===== config.mk =====
export PLATFORM = sky130hd
export DESIGN_NAME = alu_share_arbiter_flat
export DESIGN_NICKNAME = d
export VERILOG_FILES = /design/src/rtl/alu_pkg.sv /design/src/rtl/alu_share_arbiter_if.sv /design/src/rtl/alu_share_arbiter_rr_pick.sv /design/src/rtl/alu_share_arbiter.sv /design/src/flat_wrapper.sv
export SDC_FILE = /design/constraint.sdc
export NUM_CORES = 1
export LEC_CHECK = 0
export ABC_CLOCK_PERIOD_IN_PS = 3600
export BUFFER_PORTS_ARGS = -buffer_cell sky130_fd_sc_hd__buf_2
export CORE_AREA = 2 2 170 172
export DETAILED_ROUTE_END_ITERATION = 8
export DIE_AREA = 0 0 172 174
export PLACE_DENSITY = 0.48
export SYNTH_ARGS = -nofsm -noshare
export SYNTH_HDL_FRONTEND = slang
export SYNTH_SLANG_ARGS = --single-unit

===== constraint.sdc =====
create_clock -name clk -period 3.6 [get_ports clk]
set_clock_uncertainty 0.1 [all_clocks]
set_input_delay 0 -clock clk [delete_from_list [all_inputs] [get_ports clk]]
set_output_delay 0 -clock clk [all_outputs]
set_load 0.1 [all_outputs]

===== src/rtl/alu_pkg.sv =====
// Shared definitions for the ALU-sharing arbiter: op codes, flag bit positions, FSM states.
package alu_pkg;

  localparam int unsigned ADD    = 0;
  localparam int unsigned SUB    = 1;
  localparam int unsigned SL     = 2;
  localparam int unsigned SR     = 3;
  localparam int unsigned AND    = 4;
  localparam int unsigned OR     = 5;
  localparam int unsigned XOR    = 6;
  localparam int unsigned NAND   = 7;
  localparam int unsigned NOT    = 8;
  localparam int unsigned NOR    = 9;
  localparam int unsigned OP_MAX = 9;

  localparam int unsigned FLAG_W  = 5;
  localparam int unsigned FLAG_ZF = 4;
  localparam int unsigned FLAG_NF = 3;
  localparam int unsigned FLAG_EF = 2;
  localparam int unsigned FLAG_GF = 1;
  localparam int unsigned FLAG_LF = 0;

  typedef enum logic [1:0] {
    IDLE = 2'd0,
    EXEC = 2'd1,
    RESP = 2'd2
  } state_e;

endpackage


===== src/rtl/alu_share_arbiter_if.sv =====
// Request, ALU and response signals of the ALU-sharing arbiter.
// rsp_err exists only when ALU_OP_CHECK_EN is defined.
interface alu_share_arbiter_if
  import alu_pkg::*;
#(
  parameter int unsigned NUM_REQ = 4,
  parameter int unsigned DATA_W  = 32,
  parameter int unsigned OP_W    = 4
);
  logic [NUM_REQ-1:0]        req_valid;
  logic [NUM_REQ-1:0]        req_ready;
  logic [NUM_REQ*OP_W-1:0]   req_op;
  logic [NUM_REQ*DATA_W-1:0] req_a;
  logic [NUM_REQ*DATA_W-1:0] req_b;
  logic [OP_W-1:0]           alu_ctrl;
  logic [DATA_W-1:0]         alu_a;
  logic [DATA_W-1:0]         alu_b;
  logic [DATA_W-1:0]         alu_res;
  logic [FLAG_W-1:0]         alu_flags;
  logic [NUM_REQ-1:0]        rsp_valid;
  logic [NUM_REQ-1:0]        rsp_ready;
  logic [DATA_W-1:0]         rsp_res;
  logic [FLAG_W-1:0]         rsp_flags;
  logic                      busy;
`ifdef ALU_OP_CHECK_EN
  logic                      rsp_err;
`endif

  modport slave (
    input  req_valid, req_op, req_a, req_b, alu_res, alu_flags, rsp_ready,
    output req_ready, alu_ctrl, alu_a, alu_b, rsp_valid, rsp_res, rsp_flags, busy
`ifdef ALU_OP_CHECK_EN
    , output rsp_err
`endif
  );

  modport master (
    output req_valid, req_op, req_a, req_b, alu_res, alu_flags, rsp_ready,
    input  req_ready, alu_ctrl, alu_a, alu_b, rsp_valid, rsp_res, rsp_flags, busy
`ifdef ALU_OP_CHECK_EN
    , input rsp_err
`endif
  );

endinterface


===== src/rtl/alu_share_arbiter_rr_pick.sv =====
// Combinational round-robin picker: first set request after i_last, wrapping.
module rr_pick #(
  parameter int unsigned NUM_REQ = 4,
  parameter int unsigned IDX_W   = 2
) (
  input  logic [NUM_REQ-1:0] i_req,
  input  logic [IDX_W-1:0]   i_last,
  output logic [NUM_REQ-1:0] o_gnt,
  output logic [IDX_W-1:0]   o_idx,
  output logic               o_any
);

  logic [IDX_W-1:0] w_j;

  always_comb begin
    o_gnt = '0;
    o_idx = '0;
    o_any = 1'b0;
    w_j   = '0;
    for (int unsigned k = 1; k <= NUM_REQ; k++) begin
      w_j = IDX_W'((32'(i_last) + k) % NUM_REQ);
      if (!o_any && i_req[w_j]) begin
        o_any      = 1'b1;
        o_gnt[w_j] = 1'b1;
        o_idx      = w_j;
      end
    end
  end

endmodule


===== src/rtl/alu_share_arbiter.sv =====
// Round-robin sharing of one external combinational ALU among NUM_REQ requesters.
// Define ALU_OP_CHECK_EN to reject op codes above OP_MAX with rsp_err instead of forwarding them.
module alu_share_arbiter
  import alu_pkg::*;
#(
  parameter int unsigned NUM_REQ = 4,
  parameter int unsigned DATA_W  = 32,
  parameter int unsigned OP_W    = 4
) (
  input logic            clk,
  input logic            rst,
  alu_share_arbiter_if.slave bus
);

  localparam int unsigned IDX_W = $clog2(NUM_REQ);

  state_e              r_state, w_next;
  logic [IDX_W-1:0]    r_last_gnt, r_gnt_idx, w_pick_idx;
  logic [NUM_REQ-1:0]  r_gnt_oh, w_pick_oh, w_req_ready, w_rsp_valid;
  logic                w_pick_any, w_accept, w_done, w_load;
  logic [OP_W-1:0]     r_alu_ctrl;
  logic [DATA_W-1:0]   r_alu_a, r_alu_b, r_rsp_res;
  logic [FLAG_W-1:0]   r_rsp_flags;
  logic [OP_W-1:0]     w_op [NUM_REQ];
  logic [DATA_W-1:0]   w_a  [NUM_REQ];
  logic [DATA_W-1:0]   w_b  [NUM_REQ];

  // Unpack the per-requester slots
  always_comb begin
    for (int unsigned i = 0; i < NUM_REQ; i++) begin
      w_op[i] = bus.req_op[i*OP_W +: OP_W];
      w_a[i]  = bus.req_a[i*DATA_W +: DATA_W];
      w_b[i]  = bus.req_b[i*DATA_W +: DATA_W];
    end
  end

  rr_pick #(.NUM_REQ(NUM_REQ), .IDX_W(IDX_W)) u_rr_pick (
    .i_req  (bus.req_valid),
    .i_last (r_last_gnt),
    .o_gnt  (w_pick_oh),
    .o_idx  (w_pick_idx),
    .o_any  (w_pick_any)
  );

  always_ff @(posedge clk or posedge rst) begin
    if (rst) r_state <= IDLE;
    else     r_state <= w_next;
  end

  // Grant in IDLE is combinational; rst gates it so the accept pulse is low during reset
  always_comb begin
    w_next      = r_state;
    w_accept    = 1'b0;
    w_done      = 1'b0;
    w_req_ready = '0;
    w_rsp_valid = '0;
    unique case (r_state)
      IDLE: begin
        if (w_pick_any && !rst) begin
          w_accept    = 1'b1;
          w_req_ready = w_pick_oh;
          w_next      = EXEC;
        end
      end
      EXEC: w_next = RESP;
      RESP: begin
        w_rsp_valid = r_gnt_oh;
        if (|(bus.rsp_ready & r_gnt_oh)) begin
          w_done = 1'b1;
          w_next = IDLE;
        end
      end
      default: w_next = IDLE;
    endcase
  end

`ifdef ALU_OP_CHECK_EN
  logic r_op_bad, r_rsp_err, w_sel_bad;
  assign w_sel_bad = (w_op[w_pick_idx] > OP_W'(OP_MAX));
  assign w_load    = w_accept && !w_sel_bad;
`else
  assign w_load    = w_accept;
`endif

  always_ff @(posedge clk or posedge rst) begin
    if (rst) begin
      r_last_gnt  <= IDX_W'(NUM_REQ - 1);
      r_gnt_idx   <= '0;
      r_gnt_oh    <= '0;
      r_alu_ctrl  <= '0;
      r_alu_a     <= '0;
      r_alu_b     <= '0;
      r_rsp_res   <= '0;
      r_rsp_flags <= '0;
`ifdef ALU_OP_CHECK_EN
      r_op_bad    <= 1'b0;
      r_rsp_err   <= 1'b0;
`endif
    end else begin
      if (w_accept) begin
        r_gnt_idx <= w_pick_idx;
        r_gnt_oh  <= w_pick_oh;
`ifdef ALU_OP_CHECK_EN
        r_op_bad  <= w_sel_bad;
`endif
      end
      if (w_load) begin
        r_alu_ctrl <= w_op[w_pick_idx];
        r_alu_a    <= w_a[w_pick_idx];
        r_alu_b    <= w_b[w_pick_idx];
      end
      if (r_state == EXEC) begin
        r_rsp_res   <= bus.alu_res;
        r_rsp_flags <= bus.alu_flags;
`ifdef ALU_OP_CHECK_EN
        r_rsp_err   <= r_op_bad;
        if (r_op_bad) begin
          r_rsp_res   <= '0;
          r_rsp_flags <= '0;
        end
`endif
      end
      // Served requester becomes lowest priority for the next round
      if (w_done) r_last_gnt <= r_gnt_idx;
    end
  end

  assign bus.req_ready = w_req_ready;
  assign bus.rsp_valid = w_rsp_valid;
  assign bus.alu_ctrl  = r_alu_ctrl;
  assign bus.alu_a     = r_alu_a;
  assign bus.alu_b     = r_alu_b;
  assign bus.rsp_res   = r_rsp_res;
  assign bus.rsp_flags = r_rsp_flags;
  assign bus.busy      = (r_state != IDLE);
`ifdef ALU_OP_CHECK_EN
  assign bus.rsp_err   = r_rsp_err;
`endif

endmodule


===== src/flat_wrapper.sv =====
// flat-port wrapper written by rule: the top's interface ports become plain ports
module alu_share_arbiter_flat import alu_pkg::*;
#(
  parameter int unsigned NUM_REQ = 4,
  parameter int unsigned DATA_W  = 32,
  parameter int unsigned OP_W    = 4
)
  (clk, rst, bus_req_valid, bus_req_op, bus_req_a, bus_req_b, bus_alu_res, bus_alu_flags, bus_rsp_ready, bus_req_ready, bus_alu_ctrl, bus_alu_a, bus_alu_b, bus_rsp_valid, bus_rsp_res, bus_rsp_flags, bus_busy);
  alu_share_arbiter_if #(.NUM_REQ(NUM_REQ), .DATA_W(DATA_W), .OP_W(OP_W)) bus_i ();
  input logic clk;
  input logic rst;
  input wire logic [$bits(bus_i.req_valid)-1:0] bus_req_valid;
  input wire logic [$bits(bus_i.req_op)-1:0] bus_req_op;
  input wire logic [$bits(bus_i.req_a)-1:0] bus_req_a;
  input wire logic [$bits(bus_i.req_b)-1:0] bus_req_b;
  input wire logic [$bits(bus_i.alu_res)-1:0] bus_alu_res;
  input wire logic [$bits(bus_i.alu_flags)-1:0] bus_alu_flags;
  input wire logic [$bits(bus_i.rsp_ready)-1:0] bus_rsp_ready;
  output wire logic [$bits(bus_i.req_ready)-1:0] bus_req_ready;
  output wire logic [$bits(bus_i.alu_ctrl)-1:0] bus_alu_ctrl;
  output wire logic [$bits(bus_i.alu_a)-1:0] bus_alu_a;
  output wire logic [$bits(bus_i.alu_b)-1:0] bus_alu_b;
  output wire logic [$bits(bus_i.rsp_valid)-1:0] bus_rsp_valid;
  output wire logic [$bits(bus_i.rsp_res)-1:0] bus_rsp_res;
  output wire logic [$bits(bus_i.rsp_flags)-1:0] bus_rsp_flags;
  output wire logic [$bits(bus_i.busy)-1:0] bus_busy;
  assign bus_i.req_valid = bus_req_valid;
  assign bus_i.req_op = bus_req_op;
  assign bus_i.req_a = bus_req_a;
  assign bus_i.req_b = bus_req_b;
  assign bus_i.alu_res = bus_alu_res;
  assign bus_i.alu_flags = bus_alu_flags;
  assign bus_i.rsp_ready = bus_rsp_ready;
  assign bus_req_ready = bus_i.req_ready;
  assign bus_alu_ctrl = bus_i.alu_ctrl;
  assign bus_alu_a = bus_i.alu_a;
  assign bus_alu_b = bus_i.alu_b;
  assign bus_rsp_valid = bus_i.rsp_valid;
  assign bus_rsp_res = bus_i.rsp_res;
  assign bus_rsp_flags = bus_i.rsp_flags;
  assign bus_busy = bus_i.busy;
  alu_share_arbiter #(.NUM_REQ(NUM_REQ), .DATA_W(DATA_W), .OP_W(OP_W)) u_core (.clk(clk), .rst(rst), .bus(bus_i));
endmodule

==> results.ini <==
[die]
initial_utilization=0.253
die_x_um=172
die_h_um=174
core_sq_um=28200
dieArea_sq_um=29900
ios=433
rows=62

[clock_tree]
root_buffer=clkbuf_16
cts.clk_slew.worst_paths_ns=0.07
clock_latency_ns=0.41
h-tree-depth=4
clockBufferDepth=2
numCtsBuffers=17
clock-sinks=115
cts_tree=yes

[drt]
drt_iter0_drc=454
drcViolationCount=0
drt_pass1_iterations=4
vias_per_cell=4.89
vias=8529
post_drt_wl_per_cell_um=18.5
drt-total-wl_um=32300
ant_nets=0

[sta]
rsz0062_at_grt=no
drv_slew=0
relSlewSlack=0.380
fin_crit_ns=3.45
hold_viol=0
setup_viol=0
post-route-period-util=0.959
tightest_slew_ns=0.930
fin_setup_tns_ns=0
fmax_mhz=290

[placement]
place_inst=1481
dp_hpwl_um=21700
port_buffers=432
gp_congestion=0.798
placed_area_sq_um=9760

[layout]
final_nets=1672
fillers=2711
final_util=0.450
stdcell_count=1743
syn2layout_area_growth_pct=77.7
drive_above_1_share=0.412
finish.instance_area_sq_um=12700

[setup_path]
critPathKind=flop to flop
worstPathRequired_ns=3.79
reg2reg_to=u_core.bus.alu_a[28]$_DFFE_PP0P_
reg2reg_depth=8
path_cells=inv_1 -> ha_1 -> mux4_2 -> o21a_4 -> or2_4 -> buf_12 -> a211oi_1 -> o31ai_1
path_max_fanout=49
r2r_start=u_core.r_last_gnt[0]$_DFFE_PP1P_
endpoint_kind=flop
arrival_ns=3.64
cpMaxStageDelayCell=mux4_2
slowest_delay_ns=0.67
startpoint_type=flop
r2r_slack_ns=0.15

[global_route]
first_global_vias=8722
antenna_found_initial=1
overflow=0
grt_max_degree=139
grt_first_pass_wirelength_um=48100
track_usage=0.207

[yosys]
synth.most_common_cell=nor3b_1
netlist_instances=727
yosysWarnings=0
syn_area_per_cell_sq_um=9.84
yosys.area.top_type=dfrtp_1
ys_seq_elements=115
synthesis.area_sq_um=7160
synth-seq-area-share=0.403
synthFlopType=dfrtp_1
syn_nets=1054
yosys-top-cells-count=nor3b_1 (133), a211oi_1 (127), dfrtp_1 (113), nand2_1 (78), o31ai_1 (67)
synth-edff-count=0
synth_top_area_frac=0.395
synthTopCellsByArea=dfrtp_1 (40%), nor3b_1 (14%), a211oi_1 (13%), o31ai_1 (7.0%), mux2_2 (6.1%)
ys_types=40
synthArstFlopShare=1.00

[hold_path]
hold_path_depth=4
whs_endpoint=u_core.bus.alu_a[4]$_DFFE_PP0P_
min_from=bus_req_a[4]
min_path_type=input pin to flop

[run]
max-cap-violations=0

[status]
status=complete, no violations

logic make-up (layout without fill, tap and decap cells):
group,after synthesis,count (layout),synth area share
DFF,115,115,0.403
muxes,45,45,0.0768
other,0,1,0
and+or+nand+nor,238,238,0.201
AOI/OAI and AO/OA,233,233,0.249
buffers and inverters,88,719,0.0561
adders and majority gates,8,8,0.0140
state kept, by name, indices dropped and copies added (netlist names), 4 cells and up:
name	count
u_core.bus.rsp_flags	5
u_core.bus.alu_b	32
u_core.r_gnt_oh	4
u_core.bus.alu_a	32
u_core.bus.rsp_res	32
u_core.bus.alu_ctrl	4
critical path, delay by kind of cell (launching register included):
kind                     cells  cell delay [ns]
AO/OA/AOI/OAI                3             0.77
multiplexers                 1             0.67
flip-flops                   1             0.53
adder cells (fa/ha/maj)      1             0.43
AND/OR/NAND/NOR              1             0.41
buffers and inverters        2             0.36
placed cells by master, fill, tap and decap left out, types with 5 or more instances in the layout:
cell	n
o21ai_0	9
mux2_2	39
a211oi_2	11
a22oi_1	6
buf_2	432
buf_12	11
inv_1	5
a211oi_1	124
o31ai_1	67
nor2_1	7
dlygate4sd3_1	226
dfrtp_1	113
ha_1	8
nor3b_1	133
clkbuf_16	17
buf_4	12
nand2_1	78
layout make-up:
class	count	area, sq um	share of cell area
clock buffer	19	453	0.0356
sequential	115	2880	0.226
multi-input combinational	524	3940	0.310
timing repair buffer	681	4730	0.372
clock inverter	13	198	0.0155
antenna	1	2.50	0.000197
inverter	6	25.0	0.00197
tap	384	480	0.0378
routing by layer:
metal / GRT usage / vias up / routed length, um
met5: 0 / - / 0
met4: 0.0994 / 0 / 1510
met3: 0.0574 / 80 / 2390
met2: 0.364 / 418 / 15700
met1: 0.229 / 4009 / 12600
li1: - / 4022 / -
how the worst max path moves through the flow:
stage,from,cells past startpoint,endpoint
6_report,u_core.r_last_gnt[0]$_DFFE_PP1P_,8,u_core.bus.alu_a[28]$_DFFE_PP0P_
5_1_grt,u_core.r_last_gnt[0]$_DFFE_PP1P_,8,u_core.bus.alu_b[30]$_DFFE_PP0P_
4_1_cts,u_core.r_last_gnt[0]$_DFFE_PP1P_,8,u_core.bus.alu_b[29]$_DFFE_PP0P_
3_5_place_dp,u_core.r_last_gnt[0]$_DFFE_PP1P_,8,u_core.bus.alu_a[31]$_DFFE_PP0P_
3_3_place_gp,u_core.r_last_gnt[0]$_DFFE_PP1P_,8,u_core.bus.alu_a[31]$_DFFE_PP0P_
2_1_floorplan,u_core.r_last_gnt[0]$_DFFE_PP1P_,8,bus_req_ready[0]
metrics by stage:
stage                     hold WS [ns]  setup WS (ns)
after global placement          0.0990         0.0742
after global routing            0.0145        0.00577
after floorplan                 0.0506          0.265
after CTS                     0.000473         0.0427
final                           0.0102          0.149
after detailed placement        0.0995         0.0710
what timing repair did:
| action | 4_1_cts | 5_1_grt |
|---|---|---|
| hold buffers | 226 | 0 |
| hold endpoints to repair | 156 | 0 |
| resized for setup | 0 | 4 |
| endpoints found under the setup margin | 0 | 8 |
| buffers inserted | 0 | 3 |
Power is not shown: default switching activity piles up to over one toggle a cycle in this logic, so the estimate is an artifact.
